$ cat src/rtl/spi_config_master.sv
// SPI master (CPOL=0, CPHA=1, MSB first) that frames a byte stream into CS-low
// transactions and returns the MISO bytes captured in the same frame.
module spi_config_master #(
    parameter int CLK_DIV = 4,
    parameter int CS_GAP  = 8
) (
    input  logic       clk_i,
    input  logic       rst_i,
    input  logic       tx_valid,
    output logic       tx_ready,
    input  logic [7:0] tx_data,
    input  logic       tx_last,
    output logic       rx_valid,
    output logic [7:0] rx_data,
    output logic       busy,
    output logic       spi_sclk,
    output logic       spi_mosi,
    input  logic       spi_miso,
    output logic       spi_cs
);

    // One counter serves both the SCLK half-periods and the inter-frame CS gap.
    localparam int MAXC = (CLK_DIV > CS_GAP) ? CLK_DIV : CS_GAP;
    localparam int CW   = $clog2(MAXC + 1);

    typedef enum logic [2:0] {IDLE, SETUP, HIGH, LOW, NEXT, GAP} state_t;

    state_t         r_state, w_state_next;
    logic [CW-1:0]  r_cnt, w_cnt_next;
    logic [2:0]     r_bit, w_bit_next;
    logic [7:0]     r_tx_shift, w_tx_shift_next;
    logic [7:0]     r_rx_shift, w_rx_shift_next;
    logic           r_last, w_last_next;
    logic           r_tx_ready, w_tx_ready_next;
    logic           r_rx_valid, w_rx_valid_next;
    logic [7:0]     r_rx_data, w_rx_data_next;
    logic           r_sclk, w_sclk_next;
    logic           r_mosi, w_mosi_next;
    logic           r_cs, w_cs_next;

    logic w_accept, w_div_done, w_gap_done;

    assign w_accept   = tx_valid && r_tx_ready;
    assign w_div_done = (r_cnt == CW'(CLK_DIV - 1));
    assign w_gap_done = (r_cnt == CW'(CS_GAP - 1));

    always_ff @(posedge clk_i or posedge rst_i) begin
        if (rst_i) begin
            r_state    <= IDLE;
            r_cnt      <= '0;
            r_bit      <= '0;
            r_tx_shift <= '0;
            r_rx_shift <= '0;
            r_last     <= 1'b0;
            r_tx_ready <= 1'b0;
            r_rx_valid <= 1'b0;
            r_rx_data  <= '0;
            r_sclk     <= 1'b0;
            r_mosi     <= 1'b0;
            r_cs       <= 1'b1;
        end else begin
            r_state    <= w_state_next;
            r_cnt      <= w_cnt_next;
            r_bit      <= w_bit_next;
            r_tx_shift <= w_tx_shift_next;
            r_rx_shift <= w_rx_shift_next;
            r_last     <= w_last_next;
            r_tx_ready <= w_tx_ready_next;
            r_rx_valid <= w_rx_valid_next;
            r_rx_data  <= w_rx_data_next;
            r_sclk     <= w_sclk_next;
            r_mosi     <= w_mosi_next;
            r_cs       <= w_cs_next;
        end
    end

    always_comb begin
        w_state_next    = r_state;
        w_cnt_next      = r_cnt + CW'(1);
        w_bit_next      = r_bit;
        w_tx_shift_next = r_tx_shift;
        w_rx_shift_next = r_rx_shift;
        w_last_next     = r_last;
        w_rx_valid_next = 1'b0;
        w_rx_data_next  = r_rx_data;
        w_sclk_next     = r_sclk;
        w_mosi_next     = r_mosi;
        w_cs_next       = r_cs;

        case (r_state)
            IDLE: begin
                w_cnt_next = '0;
                if (w_accept) begin
                    w_tx_shift_next = tx_data;
                    w_last_next     = tx_last;
                    w_bit_next      = 3'd7;
                    w_cs_next       = 1'b0;
                    w_state_next    = SETUP;
                end
            end
            SETUP: begin
                if (w_div_done) begin
                    w_cnt_next   = '0;
                    w_sclk_next  = 1'b1;
                    w_mosi_next  = r_tx_shift[7];
                    w_state_next = HIGH;
                end
            end
            HIGH: begin
                // Trailing edge: sample MISO as SCLK falls.
                if (w_div_done) begin
                    w_cnt_next      = '0;
                    w_sclk_next     = 1'b0;
                    w_rx_shift_next = {r_rx_shift[6:0], spi_miso};
                    w_tx_shift_next = {r_tx_shift[6:0], 1'b0};
                    w_state_next    = LOW;
                end
            end
            LOW: begin
                if (w_div_done) begin
                    w_cnt_next = '0;
                    if (r_bit != 3'd0) begin
                        w_bit_next   = r_bit - 3'd1;
                        w_sclk_next  = 1'b1;
                        w_mosi_next  = r_tx_shift[7];
                        w_state_next = HIGH;
                    end else begin
                        w_rx_data_next  = r_rx_shift;
                        w_rx_valid_next = 1'b1;
                        if (r_last) begin
                            w_cs_next    = 1'b1;
                            w_mosi_next  = 1'b0;
                            w_state_next = GAP;
                        end else begin
                            w_state_next = NEXT;
                        end
                    end
                end
            end
            NEXT: begin
                w_cnt_next = '0;
                if (w_accept) begin
                    w_tx_shift_next = tx_data;
                    w_last_next     = tx_last;
                    w_bit_next      = 3'd7;
                    w_sclk_next     = 1'b1;
                    w_mosi_next     = tx_data[7];
                    w_state_next    = HIGH;
                end
            end
            GAP: begin
                if (w_gap_done) begin
                    w_cnt_next   = '0;
                    w_state_next = IDLE;
                end
            end
            default: begin
                w_state_next = IDLE;
            end
        endcase

        // Ready is registered so it is low while reset is held and rises one cycle after release.
        w_tx_ready_next = (w_state_next == IDLE) || (w_state_next == NEXT);
    end

    assign tx_ready = r_tx_ready;
    assign rx_valid = r_rx_valid;
    assign rx_data  = r_rx_data;
    assign busy     = (r_state != IDLE);
    assign spi_sclk = r_sclk;
    assign spi_mosi = r_mosi;
    assign spi_cs   = r_cs;

endmodule
$ cat config.mk
export PLATFORM = sky130hd
export DESIGN_NAME = spi_config_master
export DESIGN_NICKNAME = d
export VERILOG_FILES = /design/src/rtl/spi_config_master.sv
export SDC_FILE = /design/constraint.sdc
export NUM_CORES = 1
export LEC_CHECK = 0
export BUFFER_PORTS_ARGS = -buffer_cell sky130_fd_sc_hd__buf_2
export CORE_MARGIN = 2
export CORE_UTILIZATION = 50
export CTS_CLUSTER_DIAMETER = 30
export CTS_CLUSTER_SIZE = 28
export DETAILED_ROUTE_END_ITERATION = 12
export GPL_ROUTABILITY_DRIVEN = 0
export PLACE_DENSITY = 0.72
export SYNTH_ARGS = -nofsm -noshare
export SYNTH_HDL_FRONTEND = slang
export SYNTH_SLANG_ARGS = --single-unit
$ cat constraint.sdc
create_clock -name clk_i -period 1.96 [get_ports clk_i]
set_clock_uncertainty 0.15 [all_clocks]
set_input_delay 0.392 -clock clk_i [delete_from_list [all_inputs] [get_ports clk_i]]
set_output_delay 0.392 -clock clk_i [all_outputs]
set_load 0.01 [all_outputs]
; Word-level counts from Yosys, hierarchy flattened
; Cells that the tools add are included.
[word_totals]
in_bits = 13
ff_bits = 40
word_cells = 93
out_inout_bits = 14
[op_classes]
n_addsub = 2
n_bitwise = 1
n_mux = 39
eq_ne = 18
reduce_logical = 21
[op_table]
columns = operator, n
row1 = $mux W3, 10
row2 = $mux W1, 18
row3 = $pmux W3 S6, 1
row4 = $mux W8, 2
row5 = $ne A2 B2 Y1 const B, 8
row6 = $pmux W8 S2, 1
row7 = $pmux W4 S3, 1
row8 = $reduce_and A5 Y1, 2
row9 = $eq A3 B3 Y1 const B, 3
row10 = $reduce_bool A3 Y1, 3
row11 = $mux W4, 2
row12 = $eq A3 B2 Y1 const B, 2
row13 = $logic_not A3 Y1, 2
row14 = $pmux W3 S2, 1
row15 = $reduce_and A3 Y1, 2
row16 = $reduce_and A6 Y1, 1
row17 = $reduce_bool A2 Y1, 3
row18 = $add A4 B1 Y4 const B, 1
row19 = $eq A4 B2 Y1 const B, 1
row20 = $eq A4 B3 Y1 const B, 1
row21 = $pmux W1 S4, 1
row22 = $reduce_and A2 Y1, 2
row23 = $reduce_and A4 Y1, 1
row24 = $reduce_bool A4 Y1, 1
row25 = other kinds (11), 11

; Logic depth before layout (Yosys ltp)
[depth]
depth_word = 6
depth_mapped = 7
ltp_nobuf = 6

; Worst setup path before layout
; Ideal clock, no wire load.
[synth_path]
kind = reg-to-reg
from = reg r_cnt[0]
to = reg r_bit[2]
setup_slack_ps = -32
path_buffers = 0
t_arrival_ps = 1723
synth_period_minus_slack_ps = 1992
path_stages_with_launch = 6
setup_ps = 119
required_ps = 1691
cell_sequence = dfrtp_1 ha_1 or3b_4 nor3_4 mux2_1 o21a_1
[synth_between]
elab_chain_cells = 3
[synth_rtl]
columns = item, line_no
row1 = from (decl), 29  ; logic [CW-1:0] r_cnt, w_cnt_next;
row2 = from (signal assigned), 63  ; r_cnt <= w_cnt_next;
row3 = $eq A4 B2 Y1, 44  ; assign w_div_done = (r_cnt == CW'(CLK_DIV - 1));
row4 = $ne A2 B2 Y1 (no source line), --
row5 = $reduce_and A4 Y1 (no source line), --
row6 = to (signal assigned), 64  ; r_bit <= w_bit_next;
row7 = to (decl), 30  ; logic [2:0] r_bit, w_bit_next;
; No other way between the ends.
; A chain may end at the register's enable or synchronous reset.

; Worst setup path after layout
[layout_path]
from = reg r_cnt[0]
to = reg r_rx_data[3], in the netlist rx_data[3]
[layout_between]
elab_chain_cells = 2
[layout_rtl]
columns = item, line_no
row1 = $eq A4 B2 Y1, 44
row2 = $reduce_and A3 Y1 (no source line), --
row3 = to (signal assigned), 70  ; r_rx_data <= w_rx_data_next;
row4 = to (decl), 36  ; logic [7:0] r_rx_data, w_rx_data_next;
; No other way between the ends.

==> results.md <==
Worst setup path:
- The critical setup path kind is reg2reg.
- Across all register-to-register paths, the minimum setup slack is -0.009 ns.
- Counting cells, the worst reg-to-reg path comes to 5.
- At the worst endpoint, the required time is 1.99 ns.
- In this run the critical register-to-register path is launched from r_cnt[0].
- The launching element type of the critical path is a flip-flop.
- The arrival time at the worst endpoint is 2.00 ns.
- The critical path capture point type is a flip-flop.
- The endpoint identified for the worst register-to-register timing path is rx_data[3].
- In this run the worst setup path begins at r_cnt[0].
- The largest fanout on the critical path is 6.

Worst hold path:
- The worst hold path belongs to the class in2async.

Logic synthesis:
- In the synthesized netlist, the cells that appear most often are dfrtp_1, nand2_1, o21ai_0.
- Sequential cells were found to cover 53.9% of the synthesized design area.
- The number of enable flip-flop cells after synthesis is 0.
- The number of different library cells used by synthesis comes to 42.
- Of the post-synthesis cell area, the dominant cell type holds 52.5%.
- The count of yosys warnings during synthesis is 0.
- The most used standard cell by instance count after synthesis is dfrtp_1.
- Counting every net in the synthesized netlist gives 191.
- Sorting the synthesized cells by area gives the leading types as dfrtp_1, nand2_1, mux2_2, mux2i_1, o21ai_0.
- The synthesized netlist occupies a cell area of 1860 µm².
- Synthesis produced 175 cells.
- Among all flip-flop cells after synthesis, the most frequent one is dfrtp_1.
- The number of register bits inferred by synthesis is 40.
- The biggest area contributor in the post-synthesis netlist is dfrtp_1.
- Dividing the synthesized area by the synthesized cell count gives 10.6 µm².
- Counting flops with an async set or reset pin after synthesis yields a share of 100%.

Route:
- The detailed router placed 1340 vias in this run.
- The per-cell routed wire length is 13.4 µm.
- The violation count after the first detailed-routing iteration is 90.
- Dividing the detail-routed via count by the number of cells gives 5.10.
- The number of remaining DRC errors is 0.
- The residual antenna-violating net count after detailed routing is 0.
- The total wirelength of the detailed-routed design is 3530 µm.
- For this run, the detailed router's first-pass iteration total came to 4.

Layout:
- 0 antenna diodes ended up in the layout.
- The design area is 2250 µm².
- The fraction of layout instances using a drive strength above 1 is 31.6%.
- The relative area change from synthesis to final layout is 21.2%.
- The net count of the finished layout is 230.
- The final cell count without fillers is 263.

Pwr:
- The maximum ir drop on the vdd rail is 0.672 mV.
- Net switching is 34.0% of the power.
- The switching power total is 971 µW.
- The areal power density over the cells is 1270 nW/µm².
- Internal power comes to 1.89 mW.
- In this run the static leakage power is 1.14 nW.
- The fraction of power consumed by the clock network is 22.9%.
- The sequential fraction of design power is 45.3%.
- The combinational power share is 31.8%.

STA:
- The count of pins over their slew limit is 0.
- The worst slew margin relative to its limit is 67.9%.
- The slew at the pin with the worst max-slew slack is 0.482 ns.
- Timing would allow up to 508 MHz.
- The hold slack is 0.0522 ns.
- The number of failing setup endpoints in the final timing report is 2.
- Dividing the final minimum period by the clock period gives 100%.
- Once routing completed, OpenROAD measured the worst setup slack at -0.00864 ns.
- Setup repair after global routing could not meet its margin everywhere.
- The post-route minimum period is 1.97 ns.
- The setup TNS is -0.0121 ns.
- The hold violation count in the final report is 0.

Clock tree:
- The latest clock arrival within the worst-skew pair is 0.30 ns.
- Clock-pin slew was measured on the worst setup and hold paths at 0.07 ns.
- The clock net sink count is 40.
- Counting the buffers created by CTS gives 5.
- The clock tree from TritonCTS is yes.
- The hold-fix buffer count after cts is 0.
- The maximum level of the CTS H-tree is 2.
- The maximum root-to-sink buffer count is 2.
- The tree is rooted in a clkbuf_8.

Global routing:
- The global-route usage over all layers is 19.2%.
- The maximum number of pins on one net before global-route repair is 41.
- The via count of the first global-routing pass is 1379.
- The number of antenna violations at the first check in global routing is 0.
- The first-pass GRT wire length is 6070 µm.
- The global-route congestion overflow total is 0.

Die:
- The floorplan step defined a core boundary enclosing 3610 µm².
- The vertical die dimension is 65 µm.
- The die is 65 µm wide.
- The initialized floorplan defines 22 standard-cell rows.
- The die covers 4230 µm².
- The total I/O pin count is 27.
- The initial cell density of the core is 51.6%.

Placement:
- The final HPWL from detailed placement is 2530 µm.
- In this run, placement finished with an instance count of 251.
- The placed instances occupy a cell area of 2080 µm².
- The count of buffers added on input and output ports is 26.

Status:
- The flow ran to the end, but the final reports show violations.
- The checks that failed: negative setup slack.

Run:
- The number of violations of the max-capacitance limit is 0.
==> cell type report <==
type / instances / area [µm²]
Inverter: 7 / 26.3
Sequential cell: 40 / 1000
Timing Repair Buffer: 41 / 246
Fill cell: 301 / 1350
Tap cell: 48 / 60.1
Clock inverter: 2 / 35.0
Clock buffer: 6 / 72.6
Multi-Input combinational cell: 119 / 812
==> logic make-up (layout without fill, tap and decap cells) <==
group	count (synthesis)	in the layout	share of synthesized area (%)
AND/OR/NAND/NOR	67	67	18.7
flip-flops	40	40	53.9
AO/OA/AOI/OAI	27	27	8.81
multiplexers	19	19	11.0
buffers and inverters	16	56	4.24
adder cells (fa/ha/maj)	3	3	2.02
XOR/XNOR	3	3	1.41
==> critical path, stage by stage, from the launching register on <==
cell,delay [ns]
dfrtp_1,0.37
ha_2,0.21
or3b_4,0.44
nor3_4,0.17
buf_6,0.17
mux2_2,0.34
==> metrics by stage <==
step	setup slack [ns]	utilization (%)	power [mW]
2_1_floorplan	0.0360	-	1.92
3_3_place_gp	0.0274	57.7	2.12
3_5_place_dp	-0.00377	57.7	2.18
4_1_cts	0.00394	61.7	2.86
5_1_grt	-0.0639	62.5	3.08
6_report	-0.00864	62.5	2.86
==> how the worst max path moves through the flow <==
stage                     cells past startpoint          to
after floorplan                               5    r_bit[2]
after global placement                        5  rx_data[0]
after detailed placement                      5  rx_data[0]
after CTS                                     5  rx_data[7]
after global routing                          5  rx_data[3]
final                                         5  rx_data[3]
==> metal layers <==
metal	part of all wire [%]	track usage [%]
met1	44	23.4
met2	50	31.7
met3	3.6	4.17
met4	2.3	10.4
met5	0	0
==> power groups by stage <==
stage / clock network (mW) / registers, mW / logic, mW
global placement: 0 / 1.28 / 0.843
global route: 0.712 / 1.33 / 1.05
floorplan: 0 / 1.24 / 0.683
finish: 0.654 / 1.29 / 0.909
CTS: 0.675 / 1.29 / 0.902
detailed placement: 0 / 1.30 / 0.886
==> flip-flops by register name, indices dropped and copies added, names as in the netlist <==
signal and count:
r_last 1, spi_mosi 1, r_tx_shift 8, r_rx_shift 8
r_cnt 4, spi_cs 1, tx_ready 1, r_state 3
r_bit 3, rx_valid 1, rx_data 8, spi_sclk 1
==> cell usage in the layout, fill, tap and decap left out, types with 2 or more instances in the layout <==
master	instances
inv_1	7
dfrtp_1	39
nor3_4	2
nor2b_1	3
o21ai_0	12
mux2_4	5
and2_1	2
buf_2	26
nand3_1	3
a21oi_1	5
buf_4	14
nand2_1	36
mux2_2	6
mux2i_1	8
xnor2_1	2
clkbuf_8	5
a31oi_1	2
nor2_1	8
ha_1	2
or3_1	2
==> timing repair <==
action,in CTS,in global routing
endpoints found under the setup margin,8,18
pin swaps,0,0
setup buffers,2,1
cloned,1,0
resized for setup,4,6
Power figures use the tool's default switching activity.
